==> config.mk <==
export PLATFORM = sky130hd
export DESIGN_NAME = icap_multiboot_ctrl
export DESIGN_NICKNAME = d
export VERILOG_FILES = /design/src/rtl/icap_multiboot_ctrl_pkg.sv /design/src/rtl/icap_clk_strobe.sv /design/src/rtl/icap_multiboot_ctrl.sv
export SDC_FILE = /design/constraint.sdc
export NUM_CORES = 1
export LEC_CHECK = 0
export BUFFER_PORTS_ARGS = -buffer_cell sky130_fd_sc_hd__buf_4
export CAP_MARGIN = 20
export CORE_ASPECT_RATIO = 1.1
export CORE_MARGIN = 10
export CORE_UTILIZATION = 53
export CTS_BUF_LIST = sky130_fd_sc_hd__clkbuf_8
export DETAILED_ROUTE_END_ITERATION = 10
export PLACE_DENSITY = 0.79
export SLEW_MARGIN = 20
export SYNTH_ARGS = -nofsm -noshare
export SYNTH_HDL_FRONTEND = slang
export SYNTH_SLANG_ARGS = --single-unit
export TNS_END_PERCENT = 10
==> constraint.sdc <==
create_clock -name i_clk -period 2.1 [get_ports i_clk]
set_clock_uncertainty 0.15 [all_clocks]
set_input_delay 0.21 -clock i_clk [delete_from_list [all_inputs] [get_ports i_clk]]
set_output_delay 0.21 -clock i_clk [all_outputs]
set_load 0.01 [all_outputs]
==> src/rtl/icap_multiboot_ctrl_pkg.sv <==
// Shared constants, state encoding and byte table for the
// ICAP MultiBoot sequencer.
package icap_multiboot_ctrl_pkg;

  localparam int         SEQ_LEN  = 20;
  localparam logic [4:0] SEQ_LAST = 5'(SEQ_LEN - 1);
  localparam logic [4:0] CE_FIRST = 5'd2;
  localparam logic [4:0] CE_LAST  = 5'd17;

  localparam logic [7:0] SYNC_HI   = 8'hAA;
  localparam logic [7:0] SYNC_LO   = 8'h99;
  localparam logic [7:0] GEN1_HI   = 8'h32;
  localparam logic [7:0] GEN1_LO   = 8'h61;
  localparam logic [7:0] GEN2_HI   = 8'h32;
  localparam logic [7:0] GEN2_LO   = 8'h81;
  localparam logic [7:0] CMD_HI    = 8'h30;
  localparam logic [7:0] CMD_LO    = 8'hA1;
  localparam logic [7:0] REBOOT_HI = 8'h00;
  localparam logic [7:0] REBOOT_LO = 8'h0E;
  localparam logic [7:0] NOOP_HI   = 8'h20;
  localparam logic [7:0] NOOP_LO   = 8'h00;

  typedef enum logic [1:0] {
    ST_IDLE = 2'd0,
    ST_SEND = 2'd1,
    ST_FIN  = 2'd2
  } state_t;

  function automatic logic [7:0] seq_byte(
    input logic [4:0]  idx,
    input logic [23:0] addr,
    input logic [7:0]  rd_op
  );
    logic [7:0] b;
    b = 8'h00;
    case (idx)
      5'd2:    b = SYNC_HI;
      5'd3:    b = SYNC_LO;
      5'd4:    b = GEN1_HI;
      5'd5:    b = GEN1_LO;
      5'd6:    b = addr[15:8];
      5'd7:    b = addr[7:0];
      5'd8:    b = GEN2_HI;
      5'd9:    b = GEN2_LO;
      5'd10:   b = rd_op;
      5'd11:   b = addr[23:16];
      5'd12:   b = CMD_HI;
      5'd13:   b = CMD_LO;
      5'd14:   b = REBOOT_HI;
      5'd15:   b = REBOOT_LO;
      5'd16:   b = NOOP_HI;
      5'd17:   b = NOOP_LO;
      default: b = 8'h00;
    endcase
    return b;
  endfunction

  function automatic logic ce_active(
    input logic [4:0] idx
  );
    return (idx >= CE_FIRST) && (idx <= CE_LAST);
  endfunction

endpackage

==> src/rtl/icap_clk_strobe.sv <==
// Phase counter producing the registered ICAP clock and
// the end-of-byte-window advance strobe.
module icap_clk_strobe #(
  parameter int CLK_DIV = 3
) (
  input  logic i_clk,
  input  logic i_rst,
  input  logic i_run,
  output logic o_icap_clk,
  output logic o_byte_adv
);

  localparam logic [3:0] PH_LAST = 4'(CLK_DIV - 1);
  localparam logic [3:0] PH_HIGH = 4'(CLK_DIV / 2);

  logic [3:0] r_phase;
  logic [3:0] w_phase_next;
  logic       r_icap_clk;

  always_comb begin
    w_phase_next = r_phase + 4'd1;
    if (r_phase == PH_LAST) w_phase_next = '0;
  end

  always_ff @(posedge i_clk) begin
    if (i_rst || !i_run) begin
      r_phase <= '0;
    end else begin
      r_phase <= w_phase_next;
    end
  end

  // High during the cycle whose phase equals PH_HIGH
  always_ff @(posedge i_clk) begin
    if (i_rst) begin
      r_icap_clk <= 1'b0;
    end else begin
      r_icap_clk <= i_run && (w_phase_next == PH_HIGH);
    end
  end

  assign o_icap_clk = r_icap_clk;
  assign o_byte_adv = i_run && (r_phase == PH_LAST);

endmodule

==> src/rtl/icap_multiboot_ctrl.sv <==
// Runtime-addressed MultiBoot sequencer: streams the 20-byte
// reboot packet into ICAP_SPARTAN3A for a requested address.
module icap_multiboot_ctrl
  import icap_multiboot_ctrl_pkg::*;
#(
  parameter int         CLK_DIV   = 3,
  parameter logic [7:0] RD_OPCODE = 8'h00,
  parameter bit         REQ_LOCK  = 1'b1
) (
  input  logic        i_clk,
  input  logic        i_rst,
  input  logic        i_enable,
  input  logic        i_req,
  input  logic [23:0] i_addr,
  output logic        o_ready,
  output logic        o_busy,
  output logic        o_done,
  output logic [7:0]  o_icap_i,
  output logic        o_icap_ce_n,
  output logic        o_icap_wr_n,
  output logic        o_icap_clk
);

  if (CLK_DIV < 3 || CLK_DIV > 15) begin : g_bad_div
    $error("CLK_DIV must be within 3..15");
  end

  state_t      r_state;
  state_t      w_state_next;
  logic [4:0]  r_idx;
  logic [4:0]  w_idx_inc;
  logic [23:0] r_addr;
  logic [7:0]  r_data;
  logic        r_ce_n;
  logic        w_ready;
  logic        w_accept;
  logic        w_run;
  logic        w_byte_adv;

  assign w_run     = (r_state == ST_SEND);
  assign w_idx_inc = r_idx + 5'd1;
  assign w_ready   = (r_state == ST_IDLE) && !i_rst &&
                     (i_enable || !REQ_LOCK);
  assign w_accept  = i_req && w_ready;

  icap_clk_strobe #(
    .CLK_DIV (CLK_DIV)
  ) u_strobe (
    .i_clk      (i_clk),
    .i_rst      (i_rst),
    .i_run      (w_run),
    .o_icap_clk (o_icap_clk),
    .o_byte_adv (w_byte_adv)
  );

  always_ff @(posedge i_clk) begin
    if (i_rst) r_state <= ST_IDLE;
    else       r_state <= w_state_next;
  end

  always_comb begin
    w_state_next = r_state;
    unique case (r_state)
      ST_IDLE: if (w_accept) w_state_next = ST_SEND;
      ST_SEND: begin
        if (w_byte_adv && r_idx == SEQ_LAST)
          w_state_next = ST_FIN;
      end
      ST_FIN:  w_state_next = ST_IDLE;
      default: w_state_next = ST_IDLE;
    endcase
  end

  // Data and CE load one edge ahead so each window is stable
  always_ff @(posedge i_clk) begin
    if (i_rst) begin
      r_idx  <= '0;
      r_addr <= '0;
      r_data <= '0;
      r_ce_n <= 1'b1;
    end else if (w_accept) begin
      r_idx  <= '0;
      r_addr <= i_addr;
      r_data <= seq_byte(5'd0, i_addr, RD_OPCODE);
      r_ce_n <= !ce_active(5'd0);
    end else if (w_byte_adv) begin
      if (r_idx == SEQ_LAST) begin
        r_data <= '0;
        r_ce_n <= 1'b1;
      end else begin
        r_idx  <= w_idx_inc;
        r_data <= seq_byte(w_idx_inc, r_addr, RD_OPCODE);
        r_ce_n <= !ce_active(w_idx_inc);
      end
    end
  end

  always_comb begin
    o_icap_i = '0;
    for (int i = 0; i < 8; i++) o_icap_i[i] = r_data[7-i];
  end

  assign o_icap_ce_n = r_ce_n;
  assign o_icap_wr_n = r_ce_n;
  assign o_ready     = w_ready;
  assign o_busy      = (r_state != ST_IDLE);
  assign o_done      = (r_state == ST_FIN);

endmodule

-- After elaboration in Yosys (flattened, before gate mapping)
Cells that the tools add are included.
- $add $sub $neg: 2
- multiply operators: 0
- div/mod/pow operators: 0
- magnitude comparators: 2
- equal/unequal tests: 20
- shifts and indexed selects: 0
- multiplexer cells: 7
- bitwise operators: 1
- reduce and logical (&&, ||, !) cells: 17
- operator list (kind ; number):
    case mux 8 bit (12 select lines) ; 1
    equality test 5 x 4 -> 1 bit (second input constant) ; 6
    equality test 5 x 3 -> 1 bit (second input constant) ; 4
    equality test 5 x 2 -> 1 bit (second input constant) ; 2
    equality test 5 bit (second input constant) ; 2
    two-way mux 8 bit ; 1
    logical AND 1 bit ; 7
    adder 5 x 1 -> 5 bit (second input constant) ; 1
    greater-or-equal comparator 5 x 2 -> 1 bit (second input constant) ; 1
    <= comparator 5 bit (second input constant) ; 1
    adder 4 x 1 -> 4 bit (second input constant) ; 1
    equality test 4 x 1 -> 1 bit (second input constant) ; 1
    equality test 4 x 2 -> 1 bit (second input constant) ; 1
    two-way mux 2 bit ; 2
    two-way mux 4 bit ; 1
    != test 2 bit (second input constant) ; 2
    case mux 2 bit (2 select lines) ; 1
    AND reduction 2 bit ; 2
    OR reduction 2 bit ; 2
    logical NOT 1 bit ; 3
    equality test 2 x 1 -> 1 bit (second input constant) ; 1
    equality test 2 bit (second input constant) ; 1
    logical NOT 2 bit ; 1
    nonzero test 2 bit ; 1
    3 further kinds ; 3
- flip-flop bits (word level): 45
- bits in latches: 0
- memory bits (writable): 0
- bits in read-only memories: 0
- output and inout bits: 14
- memories kept: 0

-- Logic depth before layout (Yosys ltp)
Gate-level depths: netlist of run 1.
- depth after elaboration: 6
- gate-level depth with buffers: 10

-- Cells and area by module
A second synthesis of run 1 with hierarchy kept.
- cell total of the unflattened synthesis: 300
- area, all modules: 2575.0 um2
- modules (own cells, without submodules) (module ; instances ; cells each ; area an instance (um2) ; seq. area each (um2)):
    icap_multiboot_ctrl ; 1 ; 279 ; 2363.5 ; 800.8
    icap_clk_strobe ; 1 ; 21 ; 211.5 ; 100.1

-- Least setup slack after synthesis of run 1
OpenSTA, ideal clock, no wires.
- path kind: reg2reg
- start point: reg r_idx[1]
- end point: reg r_data[0]
- arrival time: 1.893 ns
- data required time: 1.811 ns
- path slack: -0.081 ns
- stages on the path, launching flop included: 10
- buffers on the path: 2
- period minus slack after synthesis: 2.181 ns
- path through: dfxtp_1 buf_2 inv_1 ha_1 buf_4 a221oi_1 o31a_1 a31oi_4 o31ai_4 a211oi_1
- cells in the longest elaborated chain, start to end: 5
- RTL lines (element ; RTL line ; text):
    start, declared ; icap_multiboot_ctrl.sv:30 ; logic [4:0] r_idx;
    start signal, assigned ; icap_multiboot_ctrl.sv:91 ; r_idx <= w_idx_inc;
    adder 5 x 1 -> 5 bit ; icap_multiboot_ctrl.sv:41 ; assign w_idx_inc = r_idx + 5'd1;
    equality test 5 x 4 -> 1 bit / equality test 5 x 3 -> 1 bit (equally long branches) ; icap_multiboot_ctrl_pkg.sv:36 ; case (idx)
    OR reduction 2 bit (no line) ; - ;
    case mux 8 bit (12 select lines) ; icap_multiboot_ctrl_pkg.sv:36 ;
    two-way mux 8 bit * ; icap_multiboot_ctrl.sv:87 ; if (r_idx == SEQ_LAST) begin
    end signal, assigned ; icap_multiboot_ctrl.sv:84 ; r_data <= seq_byte(5'd0, i_addr, RD_OPCODE);
    end signal, assigned ; icap_multiboot_ctrl.sv:92 ; r_data <= seq_byte(w_idx_inc, r_addr, RD_OPCODE);
    end, declared ; icap_multiboot_ctrl.sv:33 ; logic [7:0] r_data;
Mark *: on every way between the ends. The rest lies on a longest branch, timed or not.
A chain may end at the register's enable or synchronous reset.

-- Worst setup path after layout of run 1
- start point: reg r_idx[0]
- end point: reg r_data[5]
The elaborated chain is that of the path after synthesis.

==> metrics.json, run 1 <==
{
  "outcome": "finished, violations left",
  "failed_checks": "setup timing",
  "fin_tns_setup_ns": -0.0425,
  "timing.setup.critical_path_class": "flip-flop to flip-flop",
  "synth-compound-area-share_pct": 21.2,
  "critPathArrivalTime_ns": 2.20,
  "mappedNetlistNets": 354,
  "vdd_drop_max_v": 0.000480,
  "fin_crit_ns": 2.14,
  "drc": 0,
  "initial_core_util_pct": 55.9,
  "power_frac_comb_pct": 10.6,
  "clock_tree.root_cell": "clkbuf_8",
  "power_frac_clock_pct": 33.2,
  "gr-usage-all-layers_pct": 21.3,
  "timing.hold.worst.start": "i_rst",
  "grt_pass1_wl_um": 14400,
  "timing.slew.headroom_pct": 72.8,
  "min_to": "r_addr[4]$_SDFFE_PP0P_",
  "cellInternalPower_w": 0.00121,
  "crit_path_top_delay_cell": "dfxtp_4",
  "worst_setup_path_end_kind": "flip-flop",
  "drtIter0Drc": 211,
  "post_synth_instance_area_um2": 2660,
  "h_tree_depth_reported_by_cts": 2,
  "timing.final.crit_share_pct": 102,
  "core_um2": 4750,
  "finalMaxSlewViolations": 0,
  "post_synth_and_or_nand_nor_area_fraction_pct": 29.5,
  "sw_frac_of_total_pct": 24.5,
  "final-instance-count-excl-fill": 485,
  "clock_sinks": 45,
  "cp.required_ns": 2.16,
  "async_flop_share_pct": 0,
  "pin_count": 42,
  "dr_total_vias": 2832,
  "num_rows": 26,
  "min_delay_path_depth": 2,
  "synth-edff-count": 0,
  "postSynth.topFlopCell": "dfxtp_1",
  "post_synth_mux_area_share_pct": 1.18,
  "drt_pre_antenna_iters": 5,
  "synth_xor_area_share_pct": 4.48,
  "globalRoute.totalOverflow": 0,
  "area_growth_syn_to_layout_pct": 41.3,
  "p_sw_w": 0.000391,
  "place.detailed.hpwl_um": 5970,
  "clk_latency_ns": 0.30,
  "layout_net_count": 461,
  "crit_path_max_fanout": 7,
  "place_congestion": 0.904,
  "antenna_cells_inserted": 0,
  "post_synth.cell_area_avg_um2": 8.27,
  "die_w_um": 87.5,
  "hold_viol": 0,
  "die-area_um2": 8240,
  "finalWorstSetupSlack_ns": -0.0359,
  "maxClockFrequency_mhz": 468,
  "worstPathCellList": "ha_4 > buf_6 > xnor2_2 > xnor2_1 > a21oi_1 > a31oi_2 > o31ai_4 > buf_6 > a221oi_2",
  "reg2reg_slack_ns": -0.04,
  "yosysMostFrequentCell": "nand2_1",
  "via_count_of_the_first_global_routing_pass": 2991,
  "power_frac_seq_pct": 56.2,
  "postSynthCellCount": 321,
  "synth_sequential_area_ratio_pct": 33.9,
  "p_per_area_nw_per_um2": 426,
  "cts-buffers-inserted": 5,
  "post_synth_main_area_contributors": "dfxtp_1, nand2_1, nand3b_1, nor2_1, a21oi_1",
  "yosys-top-cells-count": "nand2_1, dfxtp_1, nor2_1",
  "synth-seq-cells": 45,
  "max_cap_violations": 0,
  "tightestPinTransition_ns": 0.406,
  "min-delay-path-class": "input pin to flip-flop",
  "worstRegToRegCells": 9,
  "arithmetic_cell_share_of_the_synthesized_area_counting_full_adders_half_adders_and_majority_gates_pct": 2.73,
  "largest_family_of_logic_cells_by_synthesized_area": "simple AND/OR/NAND/NOR gates",
  "layout-drive-gt1-share_pct": 34.3,
  "io_buffer_count": 41,
  "placedCellCount": 447,
  "post_drt_via_cell_ratio": 5.84,
  "antenna_found_initial": 0,
  "post-synth-top-area-cell": "dfxtp_1",
  "path_clk_slew_ns": 0.09,
  "total_routed_wirelength_um": 8690,
  "crit_path_max_incr_delay_ns": 0.38,
  "cts_tree": "built",
  "grt_setup_unrepaired": "true",
  "wl_per_cell_um": 17.9,
  "clockBufferDepth": 2,
  "timing.critical_path.mode_cell": "buf_6",
  "grt_max_degree": 28,
  "yosysUniqueCellTypes": 69,
  "final-setup-viol-count": 2,
  "fin_worst_hold_slack_ns": 0.139,
  "crit-reg2reg-launch": "r_idx[0]$_SDFFE_PP0P_",
  "reg2reg_to": "r_data[5]$_SDFFE_PP0P_",
  "die_y_um": 94.2,
  "ys_warn_count": 0,
  "leakagePower_nw": 1.53,
  "startpoint_type": "flip-flop",
  "synth_top_cell_area_share_pct": 33.9,
  "final_antenna_net_count": 0
}
-- state kept, by name, indices dropped and copies added (netlist names) --
register / count
r_state: 2
u_strobe.o_icap_clk: 1
r_addr: 24
o_icap_ce_n: 1
r_idx: 5
r_data: 8
u_strobe.r_phase: 4
-- stage by stage --
stage          power [W]  setup WS, ns  util [%]  area, µm²
3_5_place_dp     0.00105        -0.208      69.1       3280
5_1_grt          0.00165        -0.102      79.0       3750
4_1_cts          0.00159       -0.0208      77.8       3690
2_1_floorplan   0.000977       0.00360         -       2670
3_3_place_gp     0.00104        -0.136      69.1       3280
6_report         0.00160       -0.0359      79.0       3750
-- placed cells by master, fill, tap and decap left out, types with 6 or more instances in the layout --
cell type	Yosys	routed
inv_1	8	6
nand2_1	70	70
o21ai_0	6	6
a221oi_1	7	7
nor2_1	24	24
buf_4	8	94
nand3_1	6	6
a21oi_1	14	14
dfxtp_1	45	41
dlygate4sd3_1	0	24
nand3b_1	23	23
-- layer usage --
| metal | share of wire [%] | GRT usage, % |
|---|---|---|
| met2 | 50 | 36.4 |
| met3 | 6.3 | 4.51 |
| met1 | 40 | 24.4 |
| met4 | 3.8 | 10.2 |
| met5 | 0 | 0 |
-- cells by family (layout without fill, tap and decap cells) --
family                     count (synthesis)  after routing
buffers and inverters                     34            142
muxes                                      3              3
adders and majority gates                  6              6
xor gates and xnor gates                  11             11
and+or+nand+nor                          153            153
AOI/OAI and AO/OA                         69             69
DFF                                       45             45
-- critical path, delay by kind of cell (launching register included) --
kind / cells / cell delay [ns]
AO/OA/AOI/OAI: 4 / 0.66
flip-flops: 1 / 0.38
XOR/XNOR: 2 / 0.38
buffers and inverters: 2 / 0.28
adder cells (fa/ha/maj): 1 / 0.19
-- final cells by class --
| type | instances | area, µm² |
|---|---|---|
| sequential | 45 | 911 |
| fill | 302 | 998 |
| multi-input combinational | 242 | 1630 |
| timing repair buffer | 124 | 1020 |
| inverter | 10 | 37.5 |
| tap | 56 | 70.1 |
| clock buffer | 5 | 68.8 |
| clock inverter | 3 | 17.5 |
-- power by group through the flow --
stage	Combinational (W)	Sequential (W)	Clock, W
2_1_floorplan	0.0000624	0.000915	0
3_3_place_gp	0.000122	0.000919	0
3_5_place_dp	0.000126	0.000920	0
4_1_cts	0.000162	0.000898	0.000532
5_1_grt	0.000184	0.000901	0.000563
6_report	0.000169	0.000899	0.000531
-- how the worst max path moves through the flow --
stage	slack, ns	to	from
3_3_place_gp	-0.14	r_data[7]$_SDFFE_PP0P_	r_idx[0]$_SDFFE_PP0P_
5_1_grt	-0.10	r_data[5]$_SDFFE_PP0P_	r_idx[0]$_SDFFE_PP0P_
6_report	-0.04	r_data[5]$_SDFFE_PP0P_	r_idx[0]$_SDFFE_PP0P_
3_5_place_dp	-0.21	r_data[5]$_SDFFE_PP0P_	r_idx[0]$_SDFFE_PP0P_
4_1_cts	-0.02	o_icap_ce_n$_SDFFE_PP1P_	r_idx[0]$_SDFFE_PP0P_
2_1_floorplan	0.004	r_data[1]$_SDFFE_PP0P_	r_idx[1]$_SDFFE_PP0P_
-- timing repair --
item	4_1_cts	5_1_grt
setup buffers	3	3
hold buffers	24	0
resized for setup	16	11
endpoints found under the hold margin	24	0
pin swaps	2	2
endpoints found under the setup margin	10	9
Note: power is estimated with default switching activity, not from simulation.
==> inputs of run 2 (changes only) <==
MAX_ROUTING_LAYER = met4   (was default)
==> metrics.json, run 2 (synthesis gave the netlist of run 1 again) <==
{
  "h_tree_depth_reported_by_cts": {"value": 2, "change": "unchanged"},
  "timing.slew.headroom": {"value": 71.1, "unit": "%", "change": "-1.7 points"},
  "layout_common_cells": "buf_4, nand2_1, dfxtp_1, nor2_1, dlygate4sd3_1",
  "total_power": {"value": 0.00174, "unit": "W", "change": "+8.7%"},
  "clock_sinks": {"value": 45, "change": "unchanged"},
  "antenna_found_initial": {"value": 0, "change": "unchanged"},
  "globalRoute.busiestLayer": "met2",
  "maxClockFrequency": {"value": 459, "unit": "MHz", "change": "-2.0%"},
  "worst_setup_path_end_kind": "flip-flop",
  "cp.required": {"value": 2.11, "unit": "ns", "change": "-0.05 ns"},
  "crit_path_max_incr_delay": {"value": 0.40, "unit": "ns", "change": "+0.02 ns"},
  "reg2reg_slack": {"value": -0.08, "unit": "ns", "change": "-0.04 ns"},
  "p_per_area": {"value": 452, "unit": "nW/µm²", "change": "+6.1%"},
  "finalMaxSlewViolations": {"value": 0, "change": "unchanged"},
  "initial_core_util": {"value": 55.9, "unit": "%", "change": "unchanged"},
  "layout_commonest_cell": "buf_4",
  "grt.met3_usage": {"value": 4.60, "unit": "%", "change": "+0.087 points"},
  "via_count_of_the_first_global_routing_pass": {"value": 2973, "change": "-0.60%"},
  "clockBufferDepth": {"value": 2, "change": "unchanged"},
  "crit-reg2reg-launch": "r_idx[1]$_SDFFE_PP0P_",
  "layout-drive-gt1-share": {"value": 36.2, "unit": "%", "change": "+1.9 points"},
  "timing.hold.worst.start": "i_rst",
  "core": {"value": 4750, "unit": "µm²", "change": "unchanged"},
  "cellInternalPower": {"value": 0.00136, "unit": "W", "change": "+13%"},
  "crit_path_top_delay_cell": "a221oi_1",
  "power_frac_clock": {"value": 38.4, "unit": "%", "change": "+5.2 points"},
  "timing.critical_path.mode_cell": "buf_4",
  "min-delay-path-class": "input pin to flip-flop",
  "timing.final.crit_share": {"value": 104, "unit": "%", "change": "+2.1 points"},
  "outcome": "finished, violations left",
  "grt_pass1_wl": {"value": 14500, "unit": "µm", "change": "+0.62%"},
  "tightestPinTransition": {"value": 0.433, "unit": "ns", "change": "+0.0272 ns"},
  "grt_max_degree": {"value": 28, "change": "unchanged"},
  "power_frac_comb": {"value": 9.8, "unit": "%", "change": "-0.8 points"},
  "pin_count": {"value": 42, "change": "unchanged"},
  "cts-buffers-inserted": {"value": 5, "change": "unchanged"},
  "wl_per_cell": {"value": 18.2, "unit": "µm", "change": "+1.8%"},
  "io_buffer_count": {"value": 41, "change": "unchanged"},
  "grt_setup_unrepaired": "true",
  "die_w": {"value": 87.5, "unit": "µm", "change": "unchanged"},
  "startpoint_type": "flip-flop",
  "worstPathCellList": "buf_6 > buf_4 > nand2_2 > a21oi_1 > o21ai_1 > buf_4 > a221oi_1 > a221oi_2",
  "worstRegToRegCells": {"value": 8, "change": "-1"},
  "min_delay_path_depth": {"value": 2, "change": "unchanged"},
  "fin_crit": {"value": 2.18, "unit": "ns", "change": "+0.0446 ns"},
  "dr_total_vias": {"value": 2842, "change": "+0.35%"},
  "vdd_drop_max": {"value": 0.000438, "unit": "V", "change": "-8.8%"},
  "die_y": {"value": 94.2, "unit": "µm", "change": "unchanged"},
  "drtIter0Drc": {"value": 176, "change": "-17%"},
  "gr-usage-all-layers": {"value": 22.0, "unit": "%", "change": "+0.72 points"},
  "clock_tree.root_cell": "clkbuf_8",
  "place_congestion": {"value": 0.999, "change": "+11%"},
  "clk_latency": {"value": 0.30, "unit": "ns", "change": "about the same"},
  "area_growth_syn_to_layout_pct": 44.8,
  "hold_viol": {"value": 0, "change": "unchanged"},
  "finalWorstSetupSlack": {"value": -0.0805, "unit": "ns", "change": "-0.0446 ns"},
  "place.detailed.hpwl": {"value": 5850, "unit": "µm", "change": "-2.0%"},
  "grt_util_met2": {"value": 36.9, "unit": "%", "change": "+0.49 points"},
  "reg.largest.list": "r_addr (24), r_data (8), r_idx (5)",
  "failed_checks": "setup timing",
  "total_routed_wirelength": {"value": 8880, "unit": "µm", "change": "+2.2%"},
  "sw_frac_of_total": {"value": 21.7, "unit": "%", "change": "-2.8 points"},
  "p_sw": {"value": 0.000377, "unit": "W", "change": "-3.8%"},
  "num_rows": {"value": 26, "change": "unchanged"},
  "timing.setup.critical_path_class": "flip-flop to flip-flop",
  "power_frac_seq": {"value": 51.8, "unit": "%", "change": "-4.4 points"},
  "groute.layer.met1.usage": {"value": 24.1, "unit": "%", "change": "-0.30 points"},
  "fin_worst_hold_slack": {"value": 0.137, "unit": "ns", "change": "-0.00259 ns"},
  "largest_register_ff_count": {"value": 24, "change": "unchanged"},
  "reg2reg_to": "r_data[7]$_SDFFE_PP0P_",
  "max_flop_register": "r_addr",
  "path_clk_slew": {"value": 0.08, "unit": "ns", "change": "about the same"},
  "globalRoute.totalOverflow": {"value": 0, "change": "unchanged"},
  "leakagePower": {"value": 1.57, "unit": "nW", "change": "+3.1%"},
  "max_cap_violations": {"value": 0, "change": "unchanged"},
  "final-setup-viol-count": {"value": 4, "change": "+2"},
  "critPathArrivalTime": {"value": 2.20, "unit": "ns", "change": "about the same"},
  "crit_path_max_fanout": {"value": 8, "change": "+1"},
  "post_drt_via_cell_ratio": {"value": 5.84, "change": "about the same"},
  "min_to": "r_addr[11]$_SDFFE_PP0P_",
  "drc": {"value": 0, "change": "unchanged"},
  "antenna_cells_inserted": {"value": 0, "change": "unchanged"},
  "cts_tree": "built",
  "layout_net_count": {"value": 463, "change": "+0.43%"},
  "final_antenna_net_count": {"value": 0, "change": "unchanged"},
  "die-area": {"value": 8240, "unit": "µm²", "change": "unchanged"},
  "drt_pre_antenna_iters": {"value": 5, "change": "unchanged"}
}
-- run 2: repair_timing --
| action | 4_1_cts | 5_1_grt |
|---|---|---|
| pin swaps | 1 | 3 |
| setup buffers | 1 | 0 |
| endpoints found under the setup margin | 9 | 10 |
| hold buffers | 24 | 0 |
| gates resized for setup | 21 | 14 |
| hold endpoints to repair | 24 | 0 |
-- run 2: through the flow --
step                std cells  setup WS [ns]  TNS [ns]  util, %  area (µm²)
floorplan                 321        0.00360         0        -        2670
global placement          454        -0.0783    -0.388     70.2        3330
detailed placement        454         -0.130    -0.670     70.2        3330
CTS                       487        -0.0194   -0.0374     79.4        3770
global route              487         -0.133    -0.526     80.9        3840
finish                    487        -0.0805    -0.121     80.9        3840
-- run 2: power groups by stage --
stage	clock [W]	combinational (W)	sequential [W]
floorplan	0	0.0000624	0.000915
global placement	0	0.000122	0.000919
detailed placement	0	0.000125	0.000920
CTS	0.000670	0.000161	0.000899
global route	0.000706	0.000185	0.000903
finish	0.000668	0.000170	0.000901
-- run 2: routing by layer --
layer / routed length, µm / vias up
li1: - / 1349
met1: 3530 / 1327
met2: 4510 / 135
met3: 549 / 31
met4: 301 / 0
met5: 0 / -
-- run 2: critical path, delay by kind of cell, from the launching register on --
| kind | cells | cell delay, ns |
|---|---|---|
| DFF | 1 | 0.36 |
| and+or+nand+nor | 1 | 0.16 |
| AOI/OAI and AO/OA | 4 | 0.88 |
| buffers and inverters | 3 | 0.50 |
-- run 2: final cells by class --
| type | count | area, µm² |
|---|---|---|
| fill | 296 | 906 |
| multi-input combinational | 242 | 1690 |
| inverter | 10 | 40.0 |
| clock inverter | 2 | 33.8 |
| timing repair buffer | 126 | 1020 |
| sequential | 45 | 908 |
| clock buffer | 6 | 82.6 |
| tap | 56 | 70.1 |
-- run 2: worst max-delay path by stage --
stage                          start                endpoint  slack, ns  cells past startpoint
2_1_floorplan  r_idx[1]$_SDFFE_PP0P_  r_data[1]$_SDFFE_PP0P_      0.004                     10
3_3_place_gp   r_idx[0]$_SDFFE_PP0P_  r_data[5]$_SDFFE_PP0P_      -0.08                      9
3_5_place_dp   r_idx[1]$_SDFFE_PP0P_  r_data[5]$_SDFFE_PP0P_      -0.13                     10
4_1_cts        r_idx[0]$_SDFFE_PP0P_  r_data[5]$_SDFFE_PP0P_      -0.02                      9
5_1_grt        r_idx[1]$_SDFFE_PP0P_  r_data[7]$_SDFFE_PP0P_      -0.13                     10
6_report       r_idx[1]$_SDFFE_PP0P_  r_data[7]$_SDFFE_PP0P_      -0.08                      8
